File: src/rtl/arb2_pkg.sv
// Shared constants for the two-client request buffer: default sizing,
// output source encoding and grant-counter width.
package arb2_pkg;
    localparam int DW_DEF    = 8;
    localparam int DEPTH_DEF = 4;
    localparam int GCNT_W    = 16;

    localparam logic SRC_C1 = 1'b0;
    localparam logic SRC_C2 = 1'b1;
endpackage

File: src/rtl/arb2_fifo.sv
// Single-client synchronous FIFO. The head is read combinationally so the
// parent can pop it into its output register in the same cycle as the grant.
module arb2_fifo
    import arb2_pkg::*;
#(
    parameter int DW    = DW_DEF,
    parameter int DEPTH = DEPTH_DEF
) (
    input  logic          clk,
    input  logic          rst,
    input  logic          push,
    input  logic [DW-1:0] push_data,
    input  logic          pop,
    output logic          full,
    output logic          empty,
    output logic [DW-1:0] head
);
    localparam int AW = $clog2(DEPTH);

    logic [DW-1:0] mem [DEPTH];
    logic [AW:0]   wr_ptr_q, wr_ptr_d;
    logic [AW:0]   rd_ptr_q, rd_ptr_d;

    // Extra pointer MSB separates full from empty when the low bits match.
    assign empty = (wr_ptr_q == rd_ptr_q);
    assign full  = (wr_ptr_q[AW] != rd_ptr_q[AW]) &&
                   (wr_ptr_q[AW-1:0] == rd_ptr_q[AW-1:0]);
    assign head  = mem[rd_ptr_q[AW-1:0]];

    always_comb begin
        wr_ptr_d = wr_ptr_q;
        rd_ptr_d = rd_ptr_q;
        if (push) wr_ptr_d = wr_ptr_q + 1'b1;
        if (pop)  rd_ptr_d = rd_ptr_q + 1'b1;
    end

    always_ff @(posedge clk or posedge rst) begin
        if (rst) begin
            wr_ptr_q <= '0;
            rd_ptr_q <= '0;
        end else begin
            wr_ptr_q <= wr_ptr_d;
            rd_ptr_q <= rd_ptr_d;
        end
    end

    always_ff @(posedge clk) begin
        if (push) mem[wr_ptr_q[AW-1:0]] <= push_data;
    end
endmodule

File: src/rtl/arb2_req_fifo.sv
// Two-client request buffer in front of a 2-way arbiter and a shared consumer.
// Optional per-client pop counters are enabled by ARB2_REQ_FIFO_GCNT_EN.
module arb2_req_fifo
    import arb2_pkg::*;
#(
    parameter int DW    = DW_DEF,
    parameter int DEPTH = DEPTH_DEF
) (
    input  logic              clk,
    input  logic              rst,
    input  logic              in1_valid,
    input  logic [DW-1:0]     in1_data,
    output logic              in1_ready,
    input  logic              in2_valid,
    input  logic [DW-1:0]     in2_data,
    output logic              in2_ready,
    output logic              req1,
    output logic              req2,
    input  logic              gnt1,
    input  logic              gnt2,
    output logic              out_valid,
    output logic [DW-1:0]     out_data,
    output logic              out_src,
`ifdef ARB2_REQ_FIFO_GCNT_EN
    output logic [GCNT_W-1:0] gcnt1,
    output logic [GCNT_W-1:0] gcnt2,
`endif
    input  logic              out_ready
);
    logic          full1, full2, empty1, empty2;
    logic [DW-1:0] head1, head2;
    logic          push1, push2, pop1, pop2, stage_free;

    logic          out_valid_q, out_valid_d;
    logic [DW-1:0] out_data_q, out_data_d;
    logic          out_src_q, out_src_d;

    assign in1_ready = !full1 && !rst;
    assign in2_ready = !full2 && !rst;
    assign push1     = in1_valid && in1_ready;
    assign push2     = in2_valid && in2_ready;

    // Requests depend only on registered state and out_ready, never on gnt*.
    assign stage_free = !out_valid_q || out_ready;
    assign req1       = !empty1 && stage_free;
    assign req2       = !empty2 && stage_free;

    // Client 1 wins an illegal double grant.
    assign pop1 = gnt1 && req1;
    assign pop2 = gnt2 && req2 && !pop1;

    arb2_fifo #(.DW(DW), .DEPTH(DEPTH)) u_fifo1 (
        .clk(clk), .rst(rst), .push(push1), .push_data(in1_data),
        .pop(pop1), .full(full1), .empty(empty1), .head(head1)
    );

    arb2_fifo #(.DW(DW), .DEPTH(DEPTH)) u_fifo2 (
        .clk(clk), .rst(rst), .push(push2), .push_data(in2_data),
        .pop(pop2), .full(full2), .empty(empty2), .head(head2)
    );

    always_comb begin
        out_valid_d = out_valid_q;
        out_data_d  = out_data_q;
        out_src_d   = out_src_q;
        if (pop1) begin
            out_valid_d = 1'b1;
            out_data_d  = head1;
            out_src_d   = SRC_C1;
        end else if (pop2) begin
            out_valid_d = 1'b1;
            out_data_d  = head2;
            out_src_d   = SRC_C2;
        end else if (out_ready) begin
            out_valid_d = 1'b0;
        end
    end

    always_ff @(posedge clk or posedge rst) begin
        if (rst) begin
            out_valid_q <= 1'b0;
            out_data_q  <= '0;
            out_src_q   <= SRC_C1;
        end else begin
            out_valid_q <= out_valid_d;
            out_data_q  <= out_data_d;
            out_src_q   <= out_src_d;
        end
    end

    assign out_valid = out_valid_q;
    assign out_data  = out_data_q;
    assign out_src   = out_src_q;

`ifdef ARB2_REQ_FIFO_GCNT_EN
    logic [GCNT_W-1:0] gcnt1_q, gcnt1_d, gcnt2_q, gcnt2_d;

    always_comb begin
        gcnt1_d = gcnt1_q;
        gcnt2_d = gcnt2_q;
        if (pop1 && gcnt1_q != {GCNT_W{1'b1}}) gcnt1_d = gcnt1_q + 1'b1;
        if (pop2 && gcnt2_q != {GCNT_W{1'b1}}) gcnt2_d = gcnt2_q + 1'b1;
    end

    always_ff @(posedge clk or posedge rst) begin
        if (rst) begin
            gcnt1_q <= '0;
            gcnt2_q <= '0;
        end else begin
            gcnt1_q <= gcnt1_d;
            gcnt2_q <= gcnt2_d;
        end
    end

    assign gcnt1 = gcnt1_q;
    assign gcnt2 = gcnt2_q;
`endif
endmodule

File: config.mk
export PLATFORM = sky130hd
export DESIGN_NAME = arb2_req_fifo
export DESIGN_NICKNAME = d
export VERILOG_FILES = /design/src/rtl/arb2_pkg.sv /design/src/rtl/arb2_fifo.sv /design/src/rtl/arb2_req_fifo.sv
export SDC_FILE = /design/constraint.sdc
export NUM_CORES = 1
export LEC_CHECK = 0
export BUFFER_PORTS_ARGS = -buffer_cell sky130_fd_sc_hd__buf_2
export CORE_ASPECT_RATIO = 0.9
export CORE_UTILIZATION = 47
export CTS_CLUSTER_SIZE = 10
export DETAILED_ROUTE_END_ITERATION = 16
export HOLD_SLACK_MARGIN = 0.12
export PLACE_DENSITY_LB_ADDON = 0.05
export SETUP_SLACK_MARGIN = 0.02
export SYNTH_ARGS = -nofsm -noshare
export SYNTH_HDL_FRONTEND = slang
export SYNTH_SLANG_ARGS = --single-unit
File: constraint.sdc
create_clock -name clk -period 4.4 [get_ports clk]
set_input_delay 0.88 -clock clk [delete_from_list [all_inputs] [get_ports clk]]
set_output_delay 0.88 -clock clk [all_outputs]
set_load 0.03 [all_outputs]
==> After elaboration in Yosys (flattened, before gate mapping) <==
Memories as Yosys holds them, arrays and structs flattened.
Index checks and enable logic that the tools add are counted.
{ "totals": {"ramBits": 64, "rom_bits": 0, "reg_bits": 22, "in_bits": 23, "latch_bits": 0, "n_memories": 2, "out_inout_bits": 14, "wordCells": 51} }
{ "op_classes": {"n_mux": 11, "reduce_logical": 21, "div": 0, "n_eq_ne": 6, "n_lt_le_gt_ge": 0, "shift": 0, "mul": 0, "n_bitwise": 0, "n_addsub": 4} }
{ "memory_table": {"columns": ["name", "words", "word_bits", "read_ports", "rd_clocked_by_memory_dff", "write_ports", "line_no", "source"], "rows": [
  ["u_fifo1.mem", 4, 8, 1, 0, 1, "arb2_fifo.sv:20", "logic [DW-1:0] mem [DEPTH];"],
  ["u_fifo2.mem", 4, 8, 1, 0, 1, "arb2_fifo.sv:20", null]
]} }
{ "op_table": {"columns": ["operator", "count"], "rows": [
  ["two-way mux 8 bit", 2],
  ["adder 3 x 1 -> 3 bit, second input constant", 4],
  ["logical AND 1 bit", 11],
  ["two-way mux 1 bit", 9],
  ["logical NOT 1 bit", 7],
  ["equality test 3 bit", 2],
  ["equality test 2 bit", 2],
  ["nonzero test 3 bit", 1],
  ["inequality test 1 bit", 2],
  ["nonzero test 2 bit", 1],
  ["logical OR 1 bit", 1]
]} }

==> Depth between registers and ports, before layout <==
{ "logic_depth": {"ltp_word": 8, "mapped_depth": 6, "depth_no_buf": 4} }

==> Hierarchy <==
Synthesis repeated with hierarchy kept, for this count alone.
{ "hier_totals": {"hier_cells": 201, "area_unflattened_um2": 3557.2} }
{ "by_module_without_submodules": {"columns": ["mod", "seq_area_each_um2", "cells_each", "area_per_inst_um2", "n_inst"], "rows": [
  ["arb2_fifo", 1111.1, 73, 1503.9, 2],
  ["arb2_req_fifo", 250.2, 55, 549.3, 1]
]} }

==> Least setup slack after synthesis <==
No wires, ideal clock.
{ "synth_path": {"kind": "input to output", "startpoint": "input out_ready", "endpoint": "output req2", "setup_slack_ps": 2026, "cell_stages": 2, "path_buffers": 0, "required_time_ps": 3520, "arrival_time_ps": 1494, "path_cell_list": "nor2b_1 -> a31oi_1"} }
{ "synth_between": {"elab_chain_cells": 2} }
{ "synth_lines": {"columns": ["element", "line_no", "source"], "rows": [
  ["from (decl)", "arb2_req_fifo.sv:28", "input logic out_ready"],
  ["logical OR 1 bit", "arb2_req_fifo.sv:44", "assign stage_free = !out_valid_q || out_ready;"],
  ["logical AND 1 bit", "arb2_req_fifo.sv:46", "assign req2 = !empty2 && stage_free;"],
  ["to (decl)", "arb2_req_fifo.sv:18", "output logic req2,"]
]} }
Every way passes these cells.

==> Worst setup path in the final report <==
{ "layout_path": {"startpoint": "register u_fifo1.rd_ptr_q[0]", "endpoint": "output req1"} }
{ "layout_between": {"elab_chain_cells": 3} }
{ "layout_lines": {"columns": ["element", "line_no", "source"], "rows": [
  ["from (decl)", "arb2_fifo.sv:22", "logic [AW:0] rd_ptr_q, rd_ptr_d;"],
  ["from (signal assigned)", "arb2_fifo.sv:43", "rd_ptr_q <= rd_ptr_d;"],
  ["equality test 3 bit", "arb2_fifo.sv:25", "assign empty = (wr_ptr_q == rd_ptr_q);"],
  ["logical NOT 1 bit", "arb2_req_fifo.sv:45", "assign req1 = !empty1 && stage_free;"],
  ["logical AND 1 bit", "arb2_req_fifo.sv:45", null],
  ["to (decl)", "arb2_req_fifo.sv:17", "output logic req1,"]
]} }
Every way passes these cells.

==> metrics.txt <==
outcome=finished clean; total gr overflow=0; DRT met1 WL=2.85 mm; post-CTS sizing=0; largest net degree at the start of global routing=23; nets=271; Pleak=1.59 nW; Via density=5.32; Die Height=86.2 um; CTS tree=built; Seq/Total Area, Yosys=66.8%; Distinct cells, synth=35; top-count cell post-synth=edfxtp_1; CP Capture Type=output pin; area of the die=8240 um^2; Synth top area share=51.9%; die width=95.6 um; crit path DAT=1.89 ns; CTS Hold Bufs=0; sequential power share=44.0%; Achievable Freq=361 MHz; syn nets=230; Clk Latency, worst-skew pair=0.34 ns; synth cell count leaders=edfxtp_1 (64), dfrtp_1 (22), mux4_1 (13); vias in the first global route=1918; Worst-path clk slew=0.08 ns; Int Power=0.00187 W; GP Congestion=0.762; row count=30; VDD IR-drop max=296 uV; r2r endpoint=u_fifo2.rd_ptr_q[1]; pwr dens=685 nW/um^2; unrepaired setup endpoints after global routing=no; Setup CP Type=reg -> out; Final period util=62.9%; initial antenna violation count=0; sum of negative setup slack=0 ns; Clock Skew=0.00833 ns; asr flop ratio synth=25.6%; DRC Markers=0; combinational power share=33.9%; Worst path max stage delay=0.79 ns; switching share of power=34.8%; CP max FO=12; WL per Instance=18.4 um; minimum clock period=2.77 ns; post-synth top area cell=edfxtp_1; # diodes=0; Via Count=1804; Core Box Area=7580 um^2; worst relative slew slack=26.5%; top cells by area, synth=edfxtp_1 (52%), dfrtp_1 (15%), mux4_1 (9.2%); CTS max path bufs=2; Yosys warning count=0; post-DP HPWL=4.35 mm; GRT Util Overall=17.2%; TritonCTS Buffers=9; Initial Utilization=48.8%; first-pass GRT wire length=10.0 mm; CP Launch Point=u_fifo1.rd_ptr_q[0]; Iteration-0 DRC Markers=81; r2r setup slk=1.80 ns; Worst-Margin Slew=1.10 ns; H-tree depth=3; I/O Buffers=36; Startpoint Class=flop; first-pass detailed-route iteration total=4; Sink Count=86; gate count of the mapped netlist=197; Area Overhead vs Synth=12.8%; Reg2Reg Depth=4; Min-Delay Path Depth=1; Switch Pwr=0.000997 W; num ports=37; cell chain of the critical path=xor2_1 -> o31a_1 -> buf_2; clock root buffer=clkbuf_8; met2 wire len=2.94 mm; CP required=3.52 ns; Post-synth EDFFs=64; register bit total from synthesis=86; Post-CTS Setup Repair Bufs=0; Final Hold Fails=0; slowest CP cell=dfrtp_1; ys flop type=edfxtp_1; RR Startpoint=u_fifo2.rd_ptr_q[0]; fraction of layout cells with a size suffix above 1=29.2%; Final ANT Viol Nets=0; final max-slew violation count=0; Min-Delay Startpoint=out_src; top routing layer in use=met4; MaxCap Viol Count=0; Tightest Hold Check Type=reg -> reg; Hold EP=out_src; DR WL met3=321 um; clock share of power=22.2%; WL final=6.23 mm; Synth Area per Inst=18.8 um^2; setup violators final=0; synthesized area=3700 um^2; total power=0.00286 W
[critical path: cells and delay by family (launching register included)]
| family | cells | cell delay (ns) |
|---|---|---|
| buffers and inverters | 1 | 0.18 |
| DFF | 1 | 0.79 |
| AOI/OAI and AO/OA | 1 | 0.34 |
| xor gates and xnor gates | 1 | 0.24 |
[through the flow]
stage          instances  hold WS, ns  utilization [%]  area, um^2  setup slack, ns
4_1_cts              339        0.499             55.1        4180             1.58
3_3_place_gp         323        0.469             52.1        3950             1.80
6_report             339        0.498             55.1        4180             1.63
3_5_place_dp         323        0.481             52.1        3950             1.67
5_1_grt              339        0.516             55.1        4180             1.51
2_1_floorplan        197        0.493                -        3700             2.03
[sequential cells by signal, indices dropped and copies added, names as in the netlist]
| register | count |
|---|---|
| out_valid | 1 |
| u_fifo1.mem | 32 |
| u_fifo1.wr_ptr_q | 3 |
| u_fifo2.wr_ptr_q | 3 |
| out_src | 1 |
| out_data | 8 |
| u_fifo2.mem | 32 |
| u_fifo2.rd_ptr_q | 3 |
| u_fifo1.rd_ptr_q | 3 |
[cells in the final DEF (no fill, tap or decap), drive strengths merged]
master,Yosys,layout
a311oi,2,2
o311ai,1,1
edfxtp,64,64
nand2,4,4
buf,7,37
mux2i,8,8
xor2,7,7
clkinv,0,2
bufinv,0,3
a31oi,3,3
o31a,1,1
nand4,1,1
nor2b,1,1
o21a,1,1
o21ai,1,1
a21oi,8,8
nand2b,1,1
clkbuf,0,11
and2,4,4
and3,5,5
o31ai,1,1
xnor2,10,10
inv,7,7
dfrtp,22,22
nor2,9,9
mux4,16,16
ha,10,10
mux2,3,3
[cell type report]
class	instances	area, um^2
Tap cell	96	120
Sequential cell	86	2470
Fill cell	599	3400
Multi-Input combinational cell	97	1140
Clock buffer	11	131
Timing Repair Buffer	37	188
Inverter	7	26.3
Clock inverter	5	97.6
[worst max-delay path by stage]
stage | to | slack [ns] | cells after the start
after floorplan | req2 | 2.03 | 2
after global placement | u_fifo2.rd_ptr_q[1] | 1.80 | 5
after detailed placement | u_fifo2.rd_ptr_q[1] | 1.67 | 5
after CTS | req1 | 1.58 | 3
after global routing | req1 | 1.51 | 3
final | req1 | 1.63 | 3
[power by group through the flow]
stage          Clock [W]  Combinational, W  Sequential, W
2_1_floorplan          0          0.000778        0.00126
3_3_place_gp           0          0.000951        0.00127
3_5_place_dp           0          0.000992        0.00128
4_1_cts         0.000647          0.000992        0.00126
5_1_grt         0.000679           0.00106        0.00129
6_report        0.000634          0.000969        0.00126
[kinds of logic after synthesis]
| family | Yosys count | share of synthesized area (%) |
|---|---|---|
| AOI/OAI and AO/OA | 18 | 4.70 |
| xor gates and xnor gates | 17 | 5.04 |
| adders and majority gates | 10 | 3.38 |
| buffers and inverters | 14 | 2.57 |
| DFF | 86 | 66.8 |
| muxes | 27 | 14.1 |
| and+or+nand+nor | 25 | 3.41 |
[metal layers]
layer	global-route usage [%]	vias up
met5	0	-
met4	7.73	0
li1	-	847
met2	26.0	48
met1	23.9	898
met3	3.77	11
(Power assumes the default switching activity.)
